## src/rtl/dmi_uncore_mailbox.sv

```systemverilog
// Uncore DMI mailbox: a debugger-to-SoC (TX) FIFO, a SoC-to-debugger (RX) FIFO,
// sticky overflow/underflow flags and a scratch register behind the 0x60-0x7F aperture.
module dmi_uncore_mailbox #(
    parameter int DEPTH = 4,
    parameter int CW    = $clog2(DEPTH) + 1
) (
    input  logic        core_clk,
    input  logic        core_rst_n,
    input  logic        dmi_uncore_en,
    input  logic        dmi_uncore_wr_en,
    input  logic [6:0]  dmi_uncore_addr,
    input  logic [31:0] dmi_uncore_wdata,
    output logic [31:0] dmi_uncore_rdata,
    output logic        soc_rvalid,
    output logic [31:0] soc_rdata,
    input  logic        soc_rready,
    input  logic        soc_wvalid,
    input  logic [31:0] soc_wdata,
    output logic        soc_wready
);
    localparam int PW = $clog2(DEPTH);

    localparam logic [6:0] ADDR_TXDATA  = 7'h60;
    localparam logic [6:0] ADDR_RXDATA  = 7'h61;
    localparam logic [6:0] ADDR_STATUS  = 7'h62;
    localparam logic [6:0] ADDR_SCRATCH = 7'h63;

    logic [31:0]   tx_mem [DEPTH];
    logic [31:0]   rx_mem [DEPTH];
    logic [PW-1:0] tx_wr_ptr, tx_rd_ptr, rx_wr_ptr, rx_rd_ptr;
    logic [CW-1:0] tx_count, rx_count;
    logic          ovf, unf;
    logic [31:0]   scratch;

    logic tx_full, tx_empty, rx_full, rx_empty;
    logic rd_access, wr_access;
    logic tx_push, tx_pop, rx_push, rx_pop;
    logic ovf_set, unf_set, ovf_clr, unf_clr;
    logic [31:0] status;
    logic [31:0] rdata_next;

    assign tx_full  = (tx_count == CW'(DEPTH));
    assign tx_empty = (tx_count == '0);
    assign rx_full  = (rx_count == CW'(DEPTH));
    assign rx_empty = (rx_count == '0);

    assign rd_access = dmi_uncore_en & ~dmi_uncore_wr_en;
    assign wr_access = dmi_uncore_en &  dmi_uncore_wr_en;

    // SoC side is valid/ready: a word moves in any cycle where both are high.
    // Ready/valid depend only on the current counts, so a pop never frees a slot
    // for a push in the same cycle.
    assign soc_rvalid = ~tx_empty;
    assign soc_rdata  = tx_mem[tx_rd_ptr];
    assign soc_wready = ~rx_full;

    assign tx_push = wr_access & (dmi_uncore_addr == ADDR_TXDATA) & ~tx_full;
    assign tx_pop  = soc_rvalid & soc_rready;
    assign rx_push = soc_wvalid & soc_wready;
    assign rx_pop  = rd_access & (dmi_uncore_addr == ADDR_RXDATA) & ~rx_empty;

    assign ovf_set = wr_access & (dmi_uncore_addr == ADDR_TXDATA) & tx_full;
    assign unf_set = rd_access & (dmi_uncore_addr == ADDR_RXDATA) & rx_empty;
    assign ovf_clr = wr_access & (dmi_uncore_addr == ADDR_STATUS) & dmi_uncore_wdata[18];
    assign unf_clr = wr_access & (dmi_uncore_addr == ADDR_STATUS) & dmi_uncore_wdata[19];

    always_comb begin
        status             = '0;
        status[CW-1:0]     = tx_count;
        status[8+CW-1:8]   = rx_count;
        status[16]         = tx_full;
        status[17]         = rx_empty;
        status[18]         = ovf;
        status[19]         = unf;
    end

    always_comb begin
        rdata_next = '0;
        case (dmi_uncore_addr)
            ADDR_RXDATA:  rdata_next = rx_empty ? 32'h0 : rx_mem[rx_rd_ptr];
            ADDR_STATUS:  rdata_next = status;
            ADDR_SCRATCH: rdata_next = scratch;
            default:      rdata_next = '0;
        endcase
    end

    always_ff @(posedge core_clk or negedge core_rst_n) begin
        if (!core_rst_n) begin
            for (int i = 0; i < DEPTH; i++) begin
                tx_mem[i] <= '0;
                rx_mem[i] <= '0;
            end
            tx_wr_ptr        <= '0;
            tx_rd_ptr        <= '0;
            rx_wr_ptr        <= '0;
            rx_rd_ptr        <= '0;
            tx_count         <= '0;
            rx_count         <= '0;
            ovf              <= 1'b0;
            unf              <= 1'b0;
            scratch          <= '0;
            dmi_uncore_rdata <= '0;
        end else begin
            if (tx_push) begin
                tx_mem[tx_wr_ptr] <= dmi_uncore_wdata;
                tx_wr_ptr         <= tx_wr_ptr + PW'(1);
            end
            if (tx_pop) tx_rd_ptr <= tx_rd_ptr + PW'(1);
            if (tx_push && !tx_pop)      tx_count <= tx_count + CW'(1);
            else if (!tx_push && tx_pop) tx_count <= tx_count - CW'(1);

            if (rx_push) begin
                rx_mem[rx_wr_ptr] <= soc_wdata;
                rx_wr_ptr         <= rx_wr_ptr + PW'(1);
            end
            if (rx_pop) rx_rd_ptr <= rx_rd_ptr + PW'(1);
            if (rx_push && !rx_pop)      rx_count <= rx_count + CW'(1);
            else if (!rx_push && rx_pop) rx_count <= rx_count - CW'(1);

            // Set has priority over a same-cycle W1C.
            if (ovf_set)      ovf <= 1'b1;
            else if (ovf_clr) ovf <= 1'b0;
            if (unf_set)      unf <= 1'b1;
            else if (unf_clr) unf <= 1'b0;

            if (wr_access && dmi_uncore_addr == ADDR_SCRATCH) scratch <= dmi_uncore_wdata;
            if (rd_access) dmi_uncore_rdata <= rdata_next;
        end
    end
endmodule

```

## config.mk

```make
export PLATFORM = sky130hd
export DESIGN_NAME = dmi_uncore_mailbox
export DESIGN_NICKNAME = d
export VERILOG_FILES = /design/src/rtl/dmi_uncore_mailbox.sv
export SDC_FILE = /design/constraint.sdc
export NUM_CORES = 1
export LEC_CHECK = 0
export CORE_MARGIN = 2
export CORE_UTILIZATION = 45
export CTS_CLUSTER_SIZE = 40
export DETAILED_ROUTE_END_ITERATION = 7
export PLACE_DENSITY = 0.77
export SLEW_MARGIN = 10
export SYNTH_ARGS = -nofsm -noshare
export SYNTH_HDL_FRONTEND = slang
export SYNTH_SLANG_ARGS = --single-unit
export TNS_END_PERCENT = 30
```

## constraint.sdc

```tcl
create_clock -name core_clk -period 2.2 [get_ports core_clk]
set_input_delay 0.44 -clock core_clk [delete_from_list [all_inputs] [get_ports core_clk]]
set_output_delay 0.44 -clock core_clk [all_outputs]
set_load 0.01 [all_outputs]
```

==> results.txt <==
Setup repair after global routing could not meet its margin everywhere. In this run the worst setup path terminates at soc_rdata[28]. The tools report the post-route worst setup slack as -0.111 ns. The share of synthesized area in the top cell type comes to 57.1%. The internal power summed over all cells is 14300 uW. During I/O placement, the number of pins put on the boundary was 143.

After detailed routing, the number of vias per cell comes to 5.24. In this run the vertical extent of the chip is 185 um. The die covers 34200 um2. A synthesized cell averages 15.9 um2. Leakage power: 0.00867 uW. The count of unique library cells instantiated by Yosys was 37; the row count was 66. The post-detailed-routing wire length is 31.6 mm, and the detailed-route DRC error count is 0. For this run, the total global-route usage over all layers was measured as 19.2%. The share of total power dissipated in combinational logic is 24.9%.

The first-pass GRT wire length was 50.9 mm; the post-synthesis sequential element count was 336. The number of detailed-routing iterations run before antenna repair is 4, and the weighted congestion reported at the end of routability-driven placement is 0.778. The total overflow left after global routing is 0.

The run gives 33 as the number of endpoints failing setup at the final stage. The initial utilization of the core area, before any placement, comes to 45.5%. The worst register-to-register path ends at tx_count[2]. TritonCTS built the clock tree. The wire length per cell after detailed routing works out to 19.8 um.

The depth of the worst register-to-register path is 10, and the post-synthesis net count is 1017. After the flow finishes, the layout carries non-filler instances totaling 1591. The CTS buffer count is 36.

The worst pin sits at a relative slew slack of 65.5%. The count of filler cells inserted in the layout is 2489. The logs give 1520 for the total placed cells including tap cells and 928 for the number of instances in the synthesized netlist. The number of port buffers came out at 142. The number of hold violations in the final report was 0. For this run, the post-layout net count is 1215.

The setup total negative slack came out at -2.60 ns. Of the total power, the clock network draws 32.0%. In the post-synthesis netlist, the biggest area contributors are sky130_fd_sc_hd__dfrtp_1, sky130_fd_sc_hd__mux2_2, sky130_fd_sc_hd__mux4_2. Per report_power, the sequential group accounts for 43.1% of the total. Net switching is 25.6% of the power.

Worst path arrival time: 1.87 ns. The final antenna-violating net count came out at 0. The tools report the max capacitance violation total as 0.

Maximum VDD drop: 585 uV. The maximum buffer depth of the clock tree is 3. Clock-pin slew was measured on the worst setup and hold paths at 0.06 ns. Clock tree root driver cell: sky130_fd_sc_hd__clkbuf_16. The final-report max-slew violation count is 0, and the minimum clock period after layout is 2.31 ns. Detailed routing inserted a total of 8344 vias. The standard cell core area is 32400 um2, and the number of global-route vias before repair is 8984.

The tools report the top achievable clock speed as 433 MHz. The net switching power figure is 4920 uW. The type of element capturing the critical path was an output pin. Setup slack on the worst reg-to-reg path comes out at 0.03 ns.

Along the worst path, the maximum fanout reaches 7. The tools report the sequential cell area fraction in the yosys report as 57.1%. Final period utilization: 105%. The area growth from synthesis to final layout is 25.7%. The run gives 0 as the yosys synthesis warning count. Violation count after the first detailed-route iteration: 398. The start of the worst register-to-register path was tx_count[2]. The run gives 0.0114 ns as the clock skew. Clock latency on the worst-skew pair, taken at its later pin, is 0.51 ns. The critical path required time was 1.76 ns. Worst slack at placement: -0.708 ns. Counting every sink on the clock net gives 336. For the pin count of the biggest net entering global routing, the log shows 66.

The tools report the number of antenna violations at the first check in global routing as 1. The checks that failed: negative setup slack. Power spread over the standard cell area amounts to 1040 nW/um2.

The flow ran to the end, but the final reports show violations. The die span in x came out at 185 um. The critical path in this run is classified as flop to output pin.

The H-tree generated during clock tree synthesis spans 2 levels. The most critical setup path has its startpoint at tx_rd_ptr[0]. Cells with a size suffix above 1 make up 46.1% of the layout. At the pin with the least slew margin, the transition time is 0.518 ns.

The synthesized design spends more area on one cell type than any other, namely sky130_fd_sc_hd__dfrtp_1. The mapped cell area was 14700 um2. The min-delay analysis places its worst path in the category primary input to async pin. The type of origin of the critical path was a flop. The estimated wirelength of the detail-placed design is 21.3 mm.
-- how the worst min path moves through the flow --
| stage | end | slack, ns | cells past startpoint | start |
|---|---|---|---|---|
| final | tx_mem[90] | 0.43 | 2 | core_rst_n |
| after global placement | tx_mem[122] | 0.37 | 1 | core_rst_n |
| after detailed placement | tx_mem[90] | 0.38 | 1 | core_rst_n |
| after CTS | tx_mem[90] | 0.44 | 2 | core_rst_n |
| after floorplan | dmi_uncore_rdata[0] | 0.14 | 0 | core_rst_n |
| after global routing | tx_mem[90] | 0.47 | 2 | core_rst_n |
-- per-stage QoR --
stage | utilization, % | hold WS, ns | total power [uW] | cell area [um2]
4_1_cts | 57.1 | 0.435 | 19500 | 18500
2_1_floorplan | - | 0.144 | 11300 | 14700
5_1_grt | 57.2 | 0.468 | 20200 | 18500
3_5_place_dp | 53.0 | 0.378 | 13000 | 17200
3_3_place_gp | 53.0 | 0.372 | 12800 | 17200
6_report | 57.2 | 0.433 | 19200 | 18500
-- power groups by stage --
stage	logic (uW)	registers [uW]	clock network (uW)
after floorplan	3190	8140	0
after global placement	4530	8290	0
after detailed placement	4650	8390	0
after CTS	4920	8270	6290
after global routing	5210	8450	6570
final	4780	8280	6140
-- placed cells by master, fill, tap and decap left out, drive strengths merged, types with 18 or more instances in the layout --
cell type	n
mux4	64
inv	39
o21ai	36
nand2	18
dfrtp	336
clkdlybuf4s50	103
clkbuf	53
buf	103
mux2	291
a22oi	22
-- cells in the mapped netlist --
cell	n
sky130_fd_sc_hd__dfrtp_1	336
sky130_fd_sc_hd__ha_1	10
sky130_fd_sc_hd__fa_1	2
sky130_fd_sc_hd__xor2_1	5
sky130_fd_sc_hd__a32oi_1	1
sky130_fd_sc_hd__or4b_4	1
sky130_fd_sc_hd__a2bb2oi_1	8
sky130_fd_sc_hd__xnor2_1	7
sky130_fd_sc_hd__nand4b_1	1
sky130_fd_sc_hd__nor3b_1	2
sky130_fd_sc_hd__inv_1	39
sky130_fd_sc_hd__o21ai_0	36
sky130_fd_sc_hd__nand2_1	14
sky130_fd_sc_hd__buf_6	13
sky130_fd_sc_hd__a22oi_1	22
sky130_fd_sc_hd__and3_1	1
sky130_fd_sc_hd__nand3_1	1
sky130_fd_sc_hd__nor4bb_1	2
sky130_fd_sc_hd__a211o_1	1
sky130_fd_sc_hd__mux2_2	271
sky130_fd_sc_hd__buf_1	22
sky130_fd_sc_hd__nor2_1	4
sky130_fd_sc_hd__clkbuf_1	20
sky130_fd_sc_hd__or2_2	2
sky130_fd_sc_hd__nand2b_1	1
sky130_fd_sc_hd__nor4_4	1
sky130_fd_sc_hd__or3_1	2
sky130_fd_sc_hd__nor4b_1	1
sky130_fd_sc_hd__mux2_4	20
sky130_fd_sc_hd__a21boi_1	1
sky130_fd_sc_hd__nor3_1	1
sky130_fd_sc_hd__nand2_4	4
sky130_fd_sc_hd__a21boi_0	1
sky130_fd_sc_hd__nand4_1	2
sky130_fd_sc_hd__mux4_2	64
sky130_fd_sc_hd__o2bb2ai_1	1
sky130_fd_sc_hd__mux2i_1	8
-- per-layer routing --
layer	share of wire [%]	GRT usage, %	wire length (um)	vias up
met3	4.1	3.17	1290	49
li1	-	-	-	3790
met4	2.9	6.89	930	0
met1	45	26.1	14100	4363
met2	48	31.6	15300	142
met5	0	0	0	-
-- flip-flops by register name, summed over array words and instances (netlist names), 3 cells and up --
register	count
dmi_uncore_rdata	32
rx_mem	128
rx_count	3
tx_mem	128
scratch	32
tx_count	3
-- cell type report --
cell class | count | area, um2 | share of cell area (%)
timing repair buffer | 215 | 2300 | 12.4
tap | 442 | 553 | 2.99
multi-input combinational | 498 | 5890 | 31.8
antenna | 1 | 2.50 | 0.0135
clock buffer | 52 | 1060 | 5.74
inverter | 39 | 146 | 0.791
sequential | 336 | 8410 | 45.5
clock inverter | 8 | 143 | 0.771
-- critical path: stages (launching register included) --
cell and delay [ns]:
sky130_fd_sc_hd__dfrtp_2 0.44, sky130_fd_sc_hd__buf_12 0.14, sky130_fd_sc_hd__buf_12 0.13, sky130_fd_sc_hd__mux4_2 0.52, sky130_fd_sc_hd__buf_6 0.14
-- cells by family (layout without fill, tap and decap cells) --
family	count (synthesis)	after routing	synth area share, %
other	0	1	0
buffers and inverters	94	314	3.06
AOI/OAI and AO/OA	71	71	3.10
adders and majority gates	12	12	1.12
muxes	363	363	33.1
and+or+nand+nor	40	40	1.77
xor gates and xnor gates	12	12	0.714
DFF	336	336	57.1
-- timing repair --
action                                 in CTS  in global routing
gates resized for setup                   159                  9
setup endpoints to repair                  38                 38
buffers inserted                            7                  3
cloned                                      1                  0
hold buffers                                1                  0
endpoints found under the hold margin      42                  0
pin swaps                                   0                  4
No activity file was read; power rests on OpenSTA's default activity.
